File: src/rtl/reservation_station.sv
// Reservation station: buffers dispatched ALU/branch ops, snoops the ALU and LSB result
// buses and issues one ready op per cycle. Define RS_ISSUE_OLDEST_EN for oldest-first issue.
module reservation_station #(
  parameter int RS_SIZE       = 8,
  parameter int ROB_WIDTH_BIT = 3,
  parameter int RS_TYPE_BIT   = 6
) (
  input  logic                     clk_in,
  input  logic                     rst_in,
  input  logic                     rdy_in,
  input  logic                     clear_in,
  input  logic                     rs_valid,
  input  logic [RS_TYPE_BIT-1:0]   rs_type,
  input  logic [31:0]              rs_r1,
  input  logic [31:0]              rs_r2,
  input  logic                     rs_has_dep1,
  input  logic                     rs_has_dep2,
  input  logic [ROB_WIDTH_BIT-1:0] rs_dep1,
  input  logic [ROB_WIDTH_BIT-1:0] rs_dep2,
  input  logic [ROB_WIDTH_BIT-1:0] rs_rob_id,
  output logic                     rs_full,
  input  logic                     alu_cdb_valid,
  input  logic [ROB_WIDTH_BIT-1:0] alu_cdb_rob_id,
  input  logic [31:0]              alu_cdb_value,
  input  logic                     lsb_cdb_valid,
  input  logic [ROB_WIDTH_BIT-1:0] lsb_cdb_rob_id,
  input  logic [31:0]              lsb_cdb_value,
  output logic                     alu_valid,
  output logic [RS_TYPE_BIT-1:0]   alu_type,
  output logic [31:0]              alu_r1,
  output logic [31:0]              alu_r2,
  output logic [ROB_WIDTH_BIT-1:0] alu_rob_id
);
  localparam int IDX_W = $clog2(RS_SIZE);

  logic [RS_SIZE-1:0]       busy_q, busy_d, has1_q, has1_d, has2_q, has2_d, ready;
  logic [RS_TYPE_BIT-1:0]   type_q [RS_SIZE];
  logic [RS_TYPE_BIT-1:0]   type_d [RS_SIZE];
  logic [31:0]              v1_q   [RS_SIZE];
  logic [31:0]              v1_d   [RS_SIZE];
  logic [31:0]              v2_q   [RS_SIZE];
  logic [31:0]              v2_d   [RS_SIZE];
  logic [ROB_WIDTH_BIT-1:0] q1_q   [RS_SIZE];
  logic [ROB_WIDTH_BIT-1:0] q1_d   [RS_SIZE];
  logic [ROB_WIDTH_BIT-1:0] q2_q   [RS_SIZE];
  logic [ROB_WIDTH_BIT-1:0] q2_d   [RS_SIZE];
  logic [ROB_WIDTH_BIT-1:0] rob_q  [RS_SIZE];
  logic [ROB_WIDTH_BIT-1:0] rob_d  [RS_SIZE];

  logic                     aluValid_q, aluValid_d;
  logic [RS_TYPE_BIT-1:0]   aluType_q, aluType_d;
  logic [31:0]              aluR1_q, aluR1_d, aluR2_q, aluR2_d;
  logic [ROB_WIDTH_BIT-1:0] aluRob_q, aluRob_d;

  logic [IDX_W:0]   freeCnt;
  logic [IDX_W-1:0] dispSlot, issSlot;
  logic             dispFound, issFound, dispAccept;
  logic             d1Alu, d1Lsb, d2Alu, d2Lsb;

  assign ready      = busy_q & ~has1_q & ~has2_q;
  assign dispAccept = rs_valid && dispFound;
  assign d1Alu      = alu_cdb_valid && (alu_cdb_rob_id == rs_dep1);
  assign d1Lsb      = lsb_cdb_valid && (lsb_cdb_rob_id == rs_dep1);
  assign d2Alu      = alu_cdb_valid && (alu_cdb_rob_id == rs_dep2);
  assign d2Lsb      = lsb_cdb_valid && (lsb_cdb_rob_id == rs_dep2);

  // Free count and lowest free slot come from registered state only, so a slot
  // freed by this cycle's issue is not reused until the next cycle.
  always_comb begin
    freeCnt   = '0;
    dispFound = 1'b0;
    dispSlot  = '0;
    for (int i = RS_SIZE - 1; i >= 0; i--) begin
      if (!busy_q[i]) begin
        freeCnt   = freeCnt + (IDX_W + 1)'(1);
        dispFound = 1'b1;
        dispSlot  = IDX_W'(i);
      end
    end
  end

  assign rs_full = (freeCnt == '0) || ((freeCnt == (IDX_W + 1)'(1)) && rs_valid);

`ifdef RS_ISSUE_OLDEST_EN
  localparam int AGE_W = IDX_W + 1;
  logic [AGE_W-1:0] age_q [RS_SIZE];
  logic [AGE_W-1:0] age_d [RS_SIZE];
  logic [AGE_W-1:0] bestAge;

  // Strict greater-than keeps ties on the lowest index.
  always_comb begin
    issFound = 1'b0;
    issSlot  = '0;
    bestAge  = '0;
    for (int i = 0; i < RS_SIZE; i++) begin
      if (ready[i] && (!issFound || (age_q[i] > bestAge))) begin
        issFound = 1'b1;
        issSlot  = IDX_W'(i);
        bestAge  = age_q[i];
      end
    end
  end

  always_comb begin
    age_d = age_q;
    if (dispAccept) begin
      for (int i = 0; i < RS_SIZE; i++) begin
        if (busy_q[i] && (age_q[i] != '1)) age_d[i] = age_q[i] + AGE_W'(1);
      end
      age_d[dispSlot] = '0;
    end
  end

  always_ff @(posedge clk_in or negedge rst_in) begin
    if (!rst_in) begin
      for (int i = 0; i < RS_SIZE; i++) age_q[i] <= '0;
    end else if (rdy_in) begin
      age_q <= age_d;
    end
  end
`else
  always_comb begin
    issFound = 1'b0;
    issSlot  = '0;
    for (int i = RS_SIZE - 1; i >= 0; i--) begin
      if (ready[i]) begin
        issFound = 1'b1;
        issSlot  = IDX_W'(i);
      end
    end
  end
`endif

  // Snoop, issue, dispatch, then flush last so it overrides everything else.
  always_comb begin
    busy_d = busy_q;
    has1_d = has1_q;
    has2_d = has2_q;
    type_d = type_q;
    v1_d   = v1_q;
    v2_d   = v2_q;
    q1_d   = q1_q;
    q2_d   = q2_q;
    rob_d  = rob_q;
    aluValid_d = 1'b0;
    aluType_d  = aluType_q;
    aluR1_d    = aluR1_q;
    aluR2_d    = aluR2_q;
    aluRob_d   = aluRob_q;

    for (int i = 0; i < RS_SIZE; i++) begin
      if (busy_q[i] && has1_q[i]) begin
        if (alu_cdb_valid && (alu_cdb_rob_id == q1_q[i])) begin
          v1_d[i] = alu_cdb_value;  has1_d[i] = 1'b0;
        end else if (lsb_cdb_valid && (lsb_cdb_rob_id == q1_q[i])) begin
          v1_d[i] = lsb_cdb_value;  has1_d[i] = 1'b0;
        end
      end
      if (busy_q[i] && has2_q[i]) begin
        if (alu_cdb_valid && (alu_cdb_rob_id == q2_q[i])) begin
          v2_d[i] = alu_cdb_value;  has2_d[i] = 1'b0;
        end else if (lsb_cdb_valid && (lsb_cdb_rob_id == q2_q[i])) begin
          v2_d[i] = lsb_cdb_value;  has2_d[i] = 1'b0;
        end
      end
    end

    if (issFound) begin
      aluValid_d      = 1'b1;
      aluType_d       = type_q[issSlot];
      aluR1_d         = v1_q[issSlot];
      aluR2_d         = v2_q[issSlot];
      aluRob_d        = rob_q[issSlot];
      busy_d[issSlot] = 1'b0;
    end

    if (dispAccept) begin
      busy_d[dispSlot] = 1'b1;
      type_d[dispSlot] = rs_type;
      q1_d[dispSlot]   = rs_dep1;
      q2_d[dispSlot]   = rs_dep2;
      rob_d[dispSlot]  = rs_rob_id;
      if (rs_has_dep1 && d1Alu) begin
        v1_d[dispSlot] = alu_cdb_value;  has1_d[dispSlot] = 1'b0;
      end else if (rs_has_dep1 && d1Lsb) begin
        v1_d[dispSlot] = lsb_cdb_value;  has1_d[dispSlot] = 1'b0;
      end else begin
        v1_d[dispSlot] = rs_r1;          has1_d[dispSlot] = rs_has_dep1;
      end
      if (rs_has_dep2 && d2Alu) begin
        v2_d[dispSlot] = alu_cdb_value;  has2_d[dispSlot] = 1'b0;
      end else if (rs_has_dep2 && d2Lsb) begin
        v2_d[dispSlot] = lsb_cdb_value;  has2_d[dispSlot] = 1'b0;
      end else begin
        v2_d[dispSlot] = rs_r2;          has2_d[dispSlot] = rs_has_dep2;
      end
    end

    if (clear_in) begin
      busy_d     = '0;
      aluValid_d = 1'b0;
    end
  end

  always_ff @(posedge clk_in or negedge rst_in) begin
    if (!rst_in) begin
      busy_q <= '0;
      has1_q <= '0;
      has2_q <= '0;
      for (int i = 0; i < RS_SIZE; i++) begin
        type_q[i] <= '0;
        v1_q[i]   <= '0;
        v2_q[i]   <= '0;
        q1_q[i]   <= '0;
        q2_q[i]   <= '0;
        rob_q[i]  <= '0;
      end
      aluValid_q <= 1'b0;
      aluType_q  <= '0;
      aluR1_q    <= '0;
      aluR2_q    <= '0;
      aluRob_q   <= '0;
    end else if (rdy_in) begin
      busy_q <= busy_d;
      has1_q <= has1_d;
      has2_q <= has2_d;
      type_q <= type_d;
      v1_q   <= v1_d;
      v2_q   <= v2_d;
      q1_q   <= q1_d;
      q2_q   <= q2_d;
      rob_q  <= rob_d;
      aluValid_q <= aluValid_d;
      aluType_q  <= aluType_d;
      aluR1_q    <= aluR1_d;
      aluR2_q    <= aluR2_d;
      aluRob_q   <= aluRob_d;
    end
  end

`ifndef SYNTHESIS
  always_ff @(posedge clk_in) begin
    if (rst_in && rdy_in && !clear_in && rs_valid && !dispFound)
      $error("reservation_station: dispatch while full, op dropped");
  end
`endif

  assign alu_valid  = aluValid_q;
  assign alu_type   = aluType_q;
  assign alu_r1     = aluR1_q;
  assign alu_r2     = aluR2_q;
  assign alu_rob_id = aluRob_q;

endmodule
File: config.mk
export PLATFORM = sky130hd
export DESIGN_NAME = reservation_station
export DESIGN_NICKNAME = d
export VERILOG_FILES = /design/src/rtl/reservation_station.sv
export SDC_FILE = /design/constraint.sdc
export NUM_CORES = 2
export LEC_CHECK = 0
export CAP_MARGIN = 20
export CORE_MARGIN = 3
export CORE_UTILIZATION = 50
export DETAILED_ROUTE_END_ITERATION = 10
export GPL_TIMING_DRIVEN = 0
export PLACE_DENSITY = 0.71
export SLEW_MARGIN = 30
export SYNTH_ARGS = -nofsm -noshare
export SYNTH_HDL_FRONTEND = slang
export SYNTH_SLANG_ARGS = --single-unit
File: constraint.sdc
create_clock -name clk_in -period 8.8 [get_ports clk_in]
set_input_delay 1.76 -clock clk_in [delete_from_list [all_inputs] [get_ports clk_in]]
set_output_delay 1.76 -clock clk_in [all_outputs]
set_load 0.01 [all_outputs]
---- Yosys cells after proc, flatten, opt, wreduce, memory -nomap -nowiden ----
Cells that the tools add are included.
word-level totals
  output and inout bits ................... 75
  logic and storage cells ................. 371
  bits in registers ....................... 730
cells by class
  reduce and logical (&&, ||, !) cells .... 65
  multiplexer cells ....................... 187
  bitwise gates (word level) .............. 12
  add/subtract/negate cells ............... 7
  equality and inequality tests ........... 37
  order comparisons ....................... 7
operators by type and width
  cell                                                                          number
  32-bit two-way mux                                                            53
  256-bit bitwise mux                                                           6
  256-bit two-way mux                                                           6
  32-bit binary-select mux with 3-bit select                                    2
  3-bit == test                                                                 36
  32-bit demux with 3-bit select                                                1
  24-bit bitwise mux                                                            3
  8-bit two-way mux                                                             9
  1-bit two-way mux                                                             69
  1-bit logical AND                                                             61
  3-bit two-way mux                                                             19
  48-bit bitwise mux                                                            1
  8-bit AND                                                                     5
  8-bit inverter                                                                4
  4-bit by 1-bit adder with 4-bit output, second input constant                 7
  4-bit two-way mux                                                             7
  6-bit binary-select mux with 3-bit select                                     1
  6-bit demux with 3-bit select                                                 1
  6-bit two-way mux                                                             3
  8-bit bitwise mux                                                             2
  3-bit binary-select mux with 3-bit select                                     1
  3-bit demux with 3-bit select                                                 1
  4-bit >= comparator, second input constant                                    2
  3-bit by 4-bit less-than comparator with 1-bit output, second input constant  2
  other kinds (9)                                                               13

---- Depth between registers and ports, before layout ----
  depth after elaboration ................. 21
  mapped depth ............................ 23
  mapped depth without buffers ............ 23

---- Least setup slack after synthesis ----
OpenSTA, ideal clock, no wires.
  path type ............................... reg-to-output
  from .................................... register busy_q[6]
  to ...................................... output port rs_full
  path slack .............................. 3004 ps
  arrival time ............................ 4036 ps
  data required time ...................... 7040 ps
  stages on the path, launching flop included .. 23
  cell sequence ........................... dfrtp_1 inv_1 ha_1 nand2b_1 and2_1 ha_1 nor2b_1 nand2b_1 ha_1 nand2b_1 nand2_1 ha_1 nor2_1 a31oi_1 a41oi_1 inv_1 ha_1 nor2_1 a21oi_1 ha_1 nor2b_1 o211a_1 nor3_1
on the way
  word-level cells in the longest chain between the ends .. 16
  elaborated cells between the ends (all ways) .. 17
ends and longest elaborated chain
  item                                      RTL line  RTL
  from (decl)                               36        logic [RS_SIZE-1:0] busy_q, busy_d, has1_q, has1_d, has2_q, has2_d, ready;
  from (signal assigned)                    224       busy_q <= busy_d;
  4-bit two-way mux (*)                     74        if (!busy_q[i]) begin
  4-bit by 1-bit adder with 4-bit output    75        freeCnt = freeCnt + (IDX_W + 1)'(1);
  4-bit two-way mux (*)                     74
  4-bit by 1-bit adder with 4-bit output    75
  4-bit two-way mux (*)                     74
  4-bit by 1-bit adder with 4-bit output    75
  4-bit two-way mux (*)                     74
  4-bit by 1-bit adder with 4-bit output    75
  4-bit two-way mux (*)                     74
  4-bit by 1-bit adder with 4-bit output    75
  4-bit two-way mux (*)                     74
  4-bit by 1-bit adder with 4-bit output    75
  4-bit two-way mux (*)                     74
  4-bit by 1-bit == test with 1-bit output  82        assign rs_full = (freeCnt == '0) || ((freeCnt == (IDX_W + 1)'(1)) && rs_valid);
  1-bit logical AND                         82
  1-bit logical OR (*)                      82
  to (decl)                                 21        output logic rs_full,
Mark *: on every way between the ends. The rest lies on a longest branch, timed or not.

---- Final worst setup path ----
Same ends and word-level chain as after synthesis.

==> reports/qor.csv <==
metric,value,unit
status,"complete, no violations",
"Hold Vio Cnt, Final",0,
post-synth design cell area,43800,µm²
Final Worst Setup Slack,1126,ps
"commonest non-fill, non-tap cells in the layout","773 x nor2_1, 730 x dfrtp_1, 485 x a21oi_1",
port bufs,153,
clk root buf,clkbuf_16,
H-tree depth,3,
Initial Utilization,50.95,%
I/O pin cnt,233,
hold buffers post-CTS,0,
hold depth,1,
Pwr Density,223.4,nW/µm²
Net Sw Frac,34.71,%
Detailed Place HPWL,179000,µm
Worst Path Max Fanout,9,
Routability Congestion,1.073,
ys async rst share,100.0,%
synthesized net count,5298,
clock skew,25.14,ps
Slew Limit Fails,0,
final setup fails,0,
Least-Margin Pin Slew,1215,ps
initial drt markers,8916,
drt pass-1 iters,10,
row count,107,
first-pass GRT wire length,342800,µm
Slew Limit Headroom,19.01,%
Layout Nets,5548,
ys flop type,dfrtp_1,
sw power,3887,µW
die width,302.0,µm
Post-CTS Setup Bufs,0,
FF-to-FF path depth,11,
Reg power frac,39.5,%
share of cells above drive strength 1,9.710,%
"Clk Latency, worst-skew pair",710,ps
P_leak,0.02031,µW
max-cap violation count,0,
period utilisation layout,87.20,%
Vias per Instance,7.367,
combinational group share of total power,26.7,%
setup_tns,0,ps
Yosys reg bits,730,
Int Power,7311,µW
Post-synth EDFFs,0,
WP data required,7040,ps
worst r2r src,busy_q[7],
average routed wire per standard cell,37.54,µm
largest net degree at the start of global routing,124,
power share of the clock group,33.8,%
DR vias,48764,
Max IR drop VDD,0.2395,mV
CTS clock-pin slew for the worst setup and hold paths,70,ps
CTS resizes,0,
Worst Path Arrival,5910,ps
worst hold start,type_q[15],
worst hold path class,register to register,
Sink Count,730,
Crit. End Element,output port,
vias in the first global route,46075,
CP startpoint,busy_q[6],
"commonest non-fill, non-tap cell in the layout",nor2_1,
critical path class,register to output port,
Synth-to-Final Area Change,14.45,%
post-synthesis sequential area ratio,41.71,%
DP Worst Slack,1999,ps
Max Clk Rate,130.3,MHz
Max Root-Sink Buffers,3,
initial antenna violation count,23,
total CTS buffers,83,
final worst path period need,7674,ps
DIE AREA,91180,µm²
Residual DRC,0,
die height,302.0,µm
"Avg Cell Area, Syn",8.534,µm²
Synth cell types,68,
GRT Overall Usage,53.22,%
DRT Wirelength,248500,µm
Routed Antenna Nets,0,
total core area,85950,µm²
CTS tree,built,
RSZ-0062 raised after global routing,false,
Worst setup SP type,register,
Post-Synthesis Cells,5132,
GRT Residual Overflow,0,
Synth Warn #,0,
## through the flow
step	cell area, µm²	cells	util, %	hold WS (ps)	power [µW]
after floorplan	43800	5132	-	452.3	5930
after global placement	46760	6429	54.40	467.4	7242
after detailed placement	47120	6440	54.82	476.0	7292
after CTS	50000	6591	58.17	489.6	11010
after global routing	50060	6594	58.25	504.4	11490
final	50120	6619	58.32	490.3	11200
## cell type report
cell class                 instances  area (µm²)
antenna                           27       67.56
clock inverter                    34       451.7
sequential                       730       18270
tap                             1144        1431
inverter                          11       41.29
timing repair buffer             165        1817
multi-input combinational       3762       23010
buffer                           629        2606
fill                            7890       35830
clock buffer                     117        2427
## cell usage after synthesis (all sizes together) (135+ instances only)
cell	count	share of area, %
o22ai	446	6.4
dfrtp	730	42
buf	135	1.5
mux2	204	5.2
o22a	263	5.3
nand2	394	3.4
a22oi	154	2.6
nor2	776	6.7
a21oi	490	5.6
clkbuf	494	4.2
o21ai	206	2.4
a31oi	147	2.1
## power groups by stage
stage / Combinational [µW] / Sequential (µW) / Clock (µW)
after detailed placement: 2850 / 4440 / 0
after floorplan: 1540 / 4390 / 0
final: 2990 / 4420 / 3790
after global placement: 2780 / 4460 / 0
after CTS: 2870 / 4390 / 3750
after global routing: 3140 / 4470 / 3880
## routing by layer
| metal | vias up | GRT usage, % | wire length (µm) |
|---|---|---|---|
| li1 | 19332 | - | - |
| met1 | 23645 | 64.30 | 86790 |
| met2 | 4439 | 74.22 | 99740 |
| met3 | 1338 | 22.01 | 36820 |
| met4 | 10 | 43.05 | 25020 |
| met5 | - | 0 | 121 |
## sequential cells by signal, indices dropped and copies added, names as in the netlist, 3 cells and up
| name | count |
|---|---|
| v2_q | 256 |
| has1_q | 8 |
| rob_q | 24 |
| q1_q | 24 |
| v1_q | 256 |
| alu_rob_id | 3 |
| has2_q | 8 |
| busy_q | 8 |
| alu_r2 | 32 |
| type_q | 48 |
| alu_r1 | 32 |
| q2_q | 24 |
| alu_type | 6 |
## path summary, 6_finish.rpt
| check | to | slack [ps] |
|---|---|---|
| max in group asynchronous | v1_q[204] | 5940 |
| setup reg to reg | v1_q[32] | 4160 |
| setup / recovery | rs_full | 1130 |
| hold / removal | type_q[15] | 490 |
| hold reg to reg | type_q[15] | 490 |
| min in group asynchronous | type_q[38] | 960 |
## kinds of logic (layout without fill, tap and decap cells)
logic type / after synthesis / count (layout) / synth area share [%]
flip-flops: 730 / 730 / 41.71
buffers and inverters: 640 / 956 / 5.885
AND/OR/NAND/NOR: 1398 / 1398 / 13.08
XOR/XNOR: 119 / 119 / 2.463
other: 0 / 27 / 0
AO/OA/AOI/OAI: 1901 / 1901 / 28.34
multiplexers: 336 / 336 / 8.291
adder cells (fa/ha/maj): 8 / 8 / 0.2286
## critical path: stages, from the launching register on
cell and delay (ps):
dfrtp_1 570, inv_1 150, ha_1 270, nand2b_1 170, and2_1 170, ha_1 290
nor2b_1 150, nand2b_1 200, ha_1 300, nand2b_1 120, nand2_1 70, ha_1 290
nor2_1 90, a31oi_1 50, a41oi_1 290, inv_1 100, ha_1 290, nor2_1 40
a21oi_1 180, ha_1 160, nor2b_1 210, nand3b_1 100, o211a_1 130, nor3_1 220
clkdlybuf4s50_1 600
Note: power is estimated with default switching activity, not from simulation.
